**config.mk**
```make
export PLATFORM = sky130hd
export DESIGN_NAME = mem_stage
export DESIGN_NICKNAME = d
export VERILOG_FILES = /design/src/rtl/mem_stage.sv
export SDC_FILE = /design/constraint.sdc
export NUM_CORES = 1
export LEC_CHECK = 0
export BUFFER_PORTS_ARGS = -buffer_cell sky130_fd_sc_hd__buf_2
export CAP_MARGIN = 10
export CELL_PAD_IN_SITES_DETAIL_PLACEMENT = 0
export CELL_PAD_IN_SITES_GLOBAL_PLACEMENT = 1
export CORE_AREA = 5 5 289 291
export DETAILED_ROUTE_END_ITERATION = 10
export DIE_AREA = 0 0 294 296
export PLACE_DENSITY_LB_ADDON = 0.3
export SLEW_MARGIN = 25
export SYNTH_ARGS = -nofsm -noshare
export SYNTH_HDL_FRONTEND = slang
export SYNTH_SLANG_ARGS = --single-unit
```
**constraint.sdc**
```tcl
create_clock -name clk -period 7.23 [get_ports clk]
set_input_delay 1.0845 -clock clk [delete_from_list [all_inputs] [get_ports clk]]
set_output_delay 1.0845 -clock clk [all_outputs]
set_load 0.02 [all_outputs]
```
**src/rtl/mem_stage.sv**
```systemverilog
// Memory stage: aligned 64-bit RAM access with byte-lane steering, load extension,
// a request/wait FSM that stalls upstream, and registered W-stage outputs.
module mem_stage (
  input  logic        clk,
  input  logic        rst,
  input  logic [63:0] pcM,
  input  logic [31:0] instM,
  input  logic [10:0] memFuncM,
  input  logic [63:0] RamReadAddrM,
  input  logic [63:0] RamWriteAddrM,
  input  logic [63:0] RamWriteDataM,
  input  logic        RamReadEnableM,
  input  logic        RamWriteEnableM,
  input  logic        rdWriteEnableM,
  input  logic [4:0]  rdWriteAddrM,
  input  logic [63:0] rdWriteDataM,
  output logic        ram_req,
  output logic        ram_we,
  output logic [63:0] ram_addr,
  output logic [63:0] ram_wdata,
  output logic [7:0]  ram_wmask,
  input  logic        ram_ready,
  input  logic [63:0] ram_rdata,
  output logic        stallReqM,
  output logic        rdWriteEnableW,
  output logic [4:0]  rdWriteAddrW,
  output logic [63:0] rdWriteDataW,
  output logic [63:0] pcW,
  output logic [31:0] instW,
  output logic        commitW,
  output logic        misalignW
);

  typedef enum logic {IDLE, WAIT} state_t;

  state_t      state_q, state_d;
  logic        rd_we_q, rd_we_d;
  logic [4:0]  rd_addr_q, rd_addr_d;
  logic [63:0] rd_data_q, rd_data_d;
  logic [63:0] pc_q, pc_d;
  logic [31:0] inst_q, inst_d;
  logic        commit_q, commit_d;
  logic        misalign_q, misalign_d;

  logic        access, misaligned, go, is_load;
  logic [63:0] addr, shifted, load_data;
  logic [2:0]  off;
  logic [5:0]  sh_amt;

  always_comb begin
    access  = RamReadEnableM | RamWriteEnableM;
    addr    = RamWriteEnableM ? RamWriteAddrM : RamReadAddrM;
    off     = addr[2:0];
    sh_amt  = {off, 3'b000};
    misaligned = access & (
        ((memFuncM[1] | memFuncM[5] | memFuncM[8]) & addr[0]) |
        ((memFuncM[2] | memFuncM[6] | memFuncM[9]) & (|addr[1:0])) |
        ((memFuncM[3] | memFuncM[10]) & (|addr[2:0])));
    go      = access & ~misaligned;
    is_load = RamReadEnableM & ~RamWriteEnableM;

    ram_req   = ~rst & ((state_q == IDLE & go) | (state_q == WAIT));
    stallReqM = ~rst & ((state_q == IDLE & go & ~ram_ready) | (state_q == WAIT & ~ram_ready));
    ram_addr  = {addr[63:3], 3'b000};
    ram_we    = RamWriteEnableM;

    ram_wdata = 64'd0;
    ram_wmask = 8'h00;
    if (memFuncM[7]) begin
      ram_wdata = {56'd0, RamWriteDataM[7:0]} << sh_amt;
      ram_wmask = 8'h01 << off;
    end else if (memFuncM[8]) begin
      ram_wdata = {48'd0, RamWriteDataM[15:0]} << sh_amt;
      ram_wmask = 8'h03 << off;
    end else if (memFuncM[9]) begin
      ram_wdata = {32'd0, RamWriteDataM[31:0]} << sh_amt;
      ram_wmask = 8'h0F << off;
    end else if (memFuncM[10]) begin
      ram_wdata = RamWriteDataM;
      ram_wmask = 8'hFF;
    end

    shifted = ram_rdata >> sh_amt;
    if (memFuncM[0])      load_data = {{56{shifted[7]}},  shifted[7:0]};
    else if (memFuncM[1]) load_data = {{48{shifted[15]}}, shifted[15:0]};
    else if (memFuncM[2]) load_data = {{32{shifted[31]}}, shifted[31:0]};
    else if (memFuncM[4]) load_data = {56'd0, shifted[7:0]};
    else if (memFuncM[5]) load_data = {48'd0, shifted[15:0]};
    else if (memFuncM[6]) load_data = {32'd0, shifted[31:0]};
    else                  load_data = shifted;

    state_d = state_q;
    case (state_q)
      IDLE: if (go & ~ram_ready) state_d = WAIT;
      WAIT: if (ram_ready) state_d = IDLE;
      default: state_d = IDLE;
    endcase

    // A stalled edge registers a bubble; the rest of the W bundle holds.
    rd_addr_d  = rd_addr_q;
    rd_data_d  = rd_data_q;
    pc_d       = pc_q;
    inst_d     = inst_q;
    misalign_d = misalign_q;
    commit_d   = 1'b0;
    rd_we_d    = 1'b0;
    if (!stallReqM) begin
      rd_addr_d  = rdWriteAddrM;
      rd_data_d  = (is_load & ~misaligned) ? load_data : rdWriteDataM;
      pc_d       = pcM;
      inst_d     = instM;
      misalign_d = misaligned;
      commit_d   = ~((instM == 32'd0) & ~access & ~rdWriteEnableM);
      rd_we_d    = rdWriteEnableM & ~RamWriteEnableM & ~misaligned;
    end
  end

  always_ff @(posedge clk) begin
    if (rst) begin
      state_q    <= IDLE;
      rd_we_q    <= 1'b0;
      rd_addr_q  <= 5'd0;
      rd_data_q  <= 64'd0;
      pc_q       <= 64'd0;
      inst_q     <= 32'd0;
      commit_q   <= 1'b0;
      misalign_q <= 1'b0;
    end else begin
      state_q    <= state_d;
      rd_we_q    <= rd_we_d;
      rd_addr_q  <= rd_addr_d;
      rd_data_q  <= rd_data_d;
      pc_q       <= pc_d;
      inst_q     <= inst_d;
      commit_q   <= commit_d;
      misalign_q <= misalign_d;
    end
  end

  assign rdWriteEnableW = rd_we_q;
  assign rdWriteAddrW   = rd_addr_q;
  assign rdWriteDataW   = rd_data_q;
  assign pcW            = pc_q;
  assign instW          = inst_q;
  assign commitW        = commit_q;
  assign misalignW      = misalign_q;

endmodule

```
==> flow_metrics.env <==
export IMPL_grt_use_total=0.183
export IMPL_grt_pass1_wl_um=117000
export IMPL_post_cts_buffers=0
export IMPL_cts_buffers=17
export IMPL_layout_commonest_cell="buf_2"
export IMPL_yosys_warnings=0
export IMPL_setup_violations=0
export IMPL_die_w_um=294
export IMPL_critical_path_max_stage_delay_ps=610
export IMPL_remaining_drc_errors=0
export IMPL_clock_fmax_ghz=0.192
export IMPL_hpwlAfterDp_um=68600
export IMPL_worstPathCellList="buf_4, mux2i_4, inv_2, nor2_4, o2bb2ai_1, a32o_1, a21oi_1, o22ai_1, buf_2"
export IMPL_root_buffer="clkbuf_16"
export IMPL_synthCells=1641
export IMPL_fillCellCount=9108
export IMPL_ys_seq_elements=169
export IMPL_cts_tree="built"
export IMPL_holdWs_ps=448
export IMPL_cts_hold_buf=0
export IMPL_fin_crit_ps=5210
export IMPL_peakVddDrop_uv=110
export IMPL_worstSetupPathType="in -> out"
export IMPL_syn_cell_area_um2=12500
export IMPL_grt_pass1_vias=15560
export IMPL_multi_input_area_um2=8330
export IMPL_drive_above_1_share=0.406
export IMPL_hold_viol=0
export IMPL_grt_ovfl_total=0
export IMPL_gp_congestion=0.936
export IMPL_dieHeight_um=296
export IMPL_synth_edf_count=0
export IMPL_postRouteAntennaNets=0
export IMPL_area_delta_synth_final_pct=41.5
export IMPL_top_level_ports=745
export IMPL_hp_start="pcW[18]"
export IMPL_yosysTopAreaCell="dfxtp_1"
export IMPL_firstDrtPassIters=8
export IMPL_core_area_um2=80300
export IMPL_start_util=0.155
export IMPL_leakagePower_nw=8.26
export IMPL_fin_tns_setup_ps=0
export IMPL_p_total_mw=3.05
export IMPL_synth_top_area_share=0.271
export IMPL_cp_start_kind="input pin"
export IMPL_ys_flop_type="dfxtp_1"
export IMPL_fin_area_um2=17600
export IMPL_r2r_end="rdWriteDataW[49]"
export IMPL_fin_skew_ps=21.1
export IMPL_io_buffers=741
export IMPL_cp_end_kind="output port"
export IMPL_rsz0062_at_grt="false"
export IMPL_post_drt_wl_per_cell_um=25.5
export IMPL_wirelength_um=85700
export IMPL_cp_arrival_ps=4130
export IMPL_num_vias=15901
export IMPL_num_rows=104
export IMPL_powerDensity_nw_per_um2=173
export IMPL_cts_sinks=169
export IMPL_avgSynthCellArea_um2=7.59
export IMPL_place_area_um2=17000
export IMPL_r2r_setup_slack_ps=4370
export IMPL_antenna_found_initial=30
export IMPL_clkLatencyLatePin_ps=460
export IMPL_yosysUniqueCellTypes=87
export IMPL_fin_ws_ps=2020
export IMPL_synth_seq_area_share=0.271
export IMPL_place_ws_ps=1800
export IMPL_hold_path_cell_count=2
export IMPL_maxCapViolCount=0
export IMPL_ff2ff_path_depth=5
export IMPL_slew_violations=0
export IMPL_synthTopCellsByArea="dfxtp_1 (27%), nand2_1 (13%), a21oi_1 (6.9%), mux2_2 (5.6%), mux2i_1 (5.5%)"
export IMPL_maxSlewHeadroom=0.259
export IMPL_viasPerCell=4.74
export IMPL_mostFrequentLayoutCells="buf_2 (739), nand2_1 (425), a21oi_1 (173)"
export IMPL_required_ps=6150
export IMPL_period_share=0.721
export IMPL_grt_max_degree=83
export IMPL_register_area_um2=3380
export IMPL_clockBufferDepth=2
export IMPL_slowest_stage="nor2_4"
export IMPL_worstMarginPinSlew_ps=1110
export IMPL_crit_fanout=31
export IMPL_hold_class="reg -> reg"
export IMPL_cts_resized=0
export IMPL_clkTransAtPathRegs_ps=70
export IMPL_async_flop_share=0
export IMPL_drt_iter0_drc=1351
export IMPL_status="complete, no violations"
export IMPL_die_area_um2=87000
export IMPL_cts_htree_levels=4
export IMPL_nets=2713
export IMPL_regToRegStartpoint="state_q"
export IMPL_hold_end="pcW[18]"
[through the flow]
stage           util  instances
2_1_floorplan      -       1643
3_3_place_gp   0.212       3307
3_5_place_dp   0.212       3307
4_1_cts        0.219       3338
5_1_grt        0.219       3347
6_report       0.220       3355
[where the power goes]
| part | total (mW) | switching, mW | leakage (nW) | internal [mW] |
|---|---|---|---|---|
| sequential | 1.03 | 0.0324 | 1.41 | 0.993 |
| combinational | 1.10 | 0.721 | 6.57 | 0.378 |
| clock | 0.922 | 0.438 | 0.280 | 0.484 |
| total | 3.05 | 1.19 | 8.26 | 1.86 |
[cell type report]
class / count / share of cell area
Clock inverter: 13 / 0.00773
Inverter: 8 / 0.00177
Multi-Input combinational cell: 1301 / 0.473
Sequential cell: 169 / 0.192
Tap cell: 1060 / 0.0752
Timing Repair Buffer: 769 / 0.224
Antenna cell: 17 / 0.00241
Clock buffer: 18 / 0.0243
[logic make-up after synthesis]
logic type | count (synthesis) | share of synthesized area
flip-flops | 169 | 0.271
multiplexers | 142 | 0.128
AND/OR/NAND/NOR | 592 | 0.199
adder cells (fa/ha/maj) | 9 | 0.00904
other | 1 | 0.000301
buffers and inverters | 173 | 0.0657
AO/OA/AOI/OAI | 555 | 0.327
[worst max-delay path by stage]
| stage | from | end | slack, ps | cells after the start |
|---|---|---|---|---|
| after floorplan | RamWriteEnableM | stallReqM | 2340 | 12 |
| after global placement | RamWriteEnableM | ram_wdata[49] | 1990 | 9 |
| after detailed placement | RamWriteEnableM | ram_wdata[49] | 1800 | 9 |
| after CTS | RamWriteEnableM | ram_wdata[49] | 1790 | 9 |
| after global routing | RamWriteEnableM | ram_wdata[49] | 1970 | 9 |
| final | RamWriteEnableM | ram_wdata[49] | 2020 | 9 |
[synthesized netlist by cell type (all sizes together), types with 10 or more instances]
cell / count
nor3: 14
clkbuf: 79
buf: 86
a211o: 15
a221o: 28
mux2i: 72
a32o: 24
a21o: 24
a211oi: 10
nor2: 62
dfxtp: 169
o2bb2ai: 17
o21a: 12
a22oi: 27
a21oi: 174
nor2b: 10
a22o: 20
nand2: 425
o21ai: 72
a222oi: 11
nand3: 27
and3: 17
o22ai: 22
mux2: 65
a221oi: 37
[routing by layer]
metal / wire, um / share of wire / vias to the layer above / GRT usage
li1: - / - / 7298 / -
met1: 37600 / 0.44 / 7750 / 0.247
met2: 40500 / 0.47 / 720 / 0.299
met3: 5170 / 0.060 / 117 / 0.0354
met4: 2280 / 0.027 / 16 / 0.0488
met5: 114 / 0.0013 / - / 0
[sequential cells by signal, summed over array words and instances, names as in the netlist]
| register | flops |
|---|---|
| state_q | 1 |
| rdWriteEnableW | 1 |
| commitW | 1 |
| misalignW | 1 |
| rdWriteDataW | 64 |
| instW | 32 |
| pcW | 64 |
| rdWriteAddrW | 5 |
[critical path, delay by kind of cell]
family                 cells  cell delay, ps
muxes                      1             590
and+or+nand+nor            1             610
AOI/OAI and AO/OA          4             850
buffers and inverters      3             960
No activity file was read; power rests on OpenSTA's default activity.
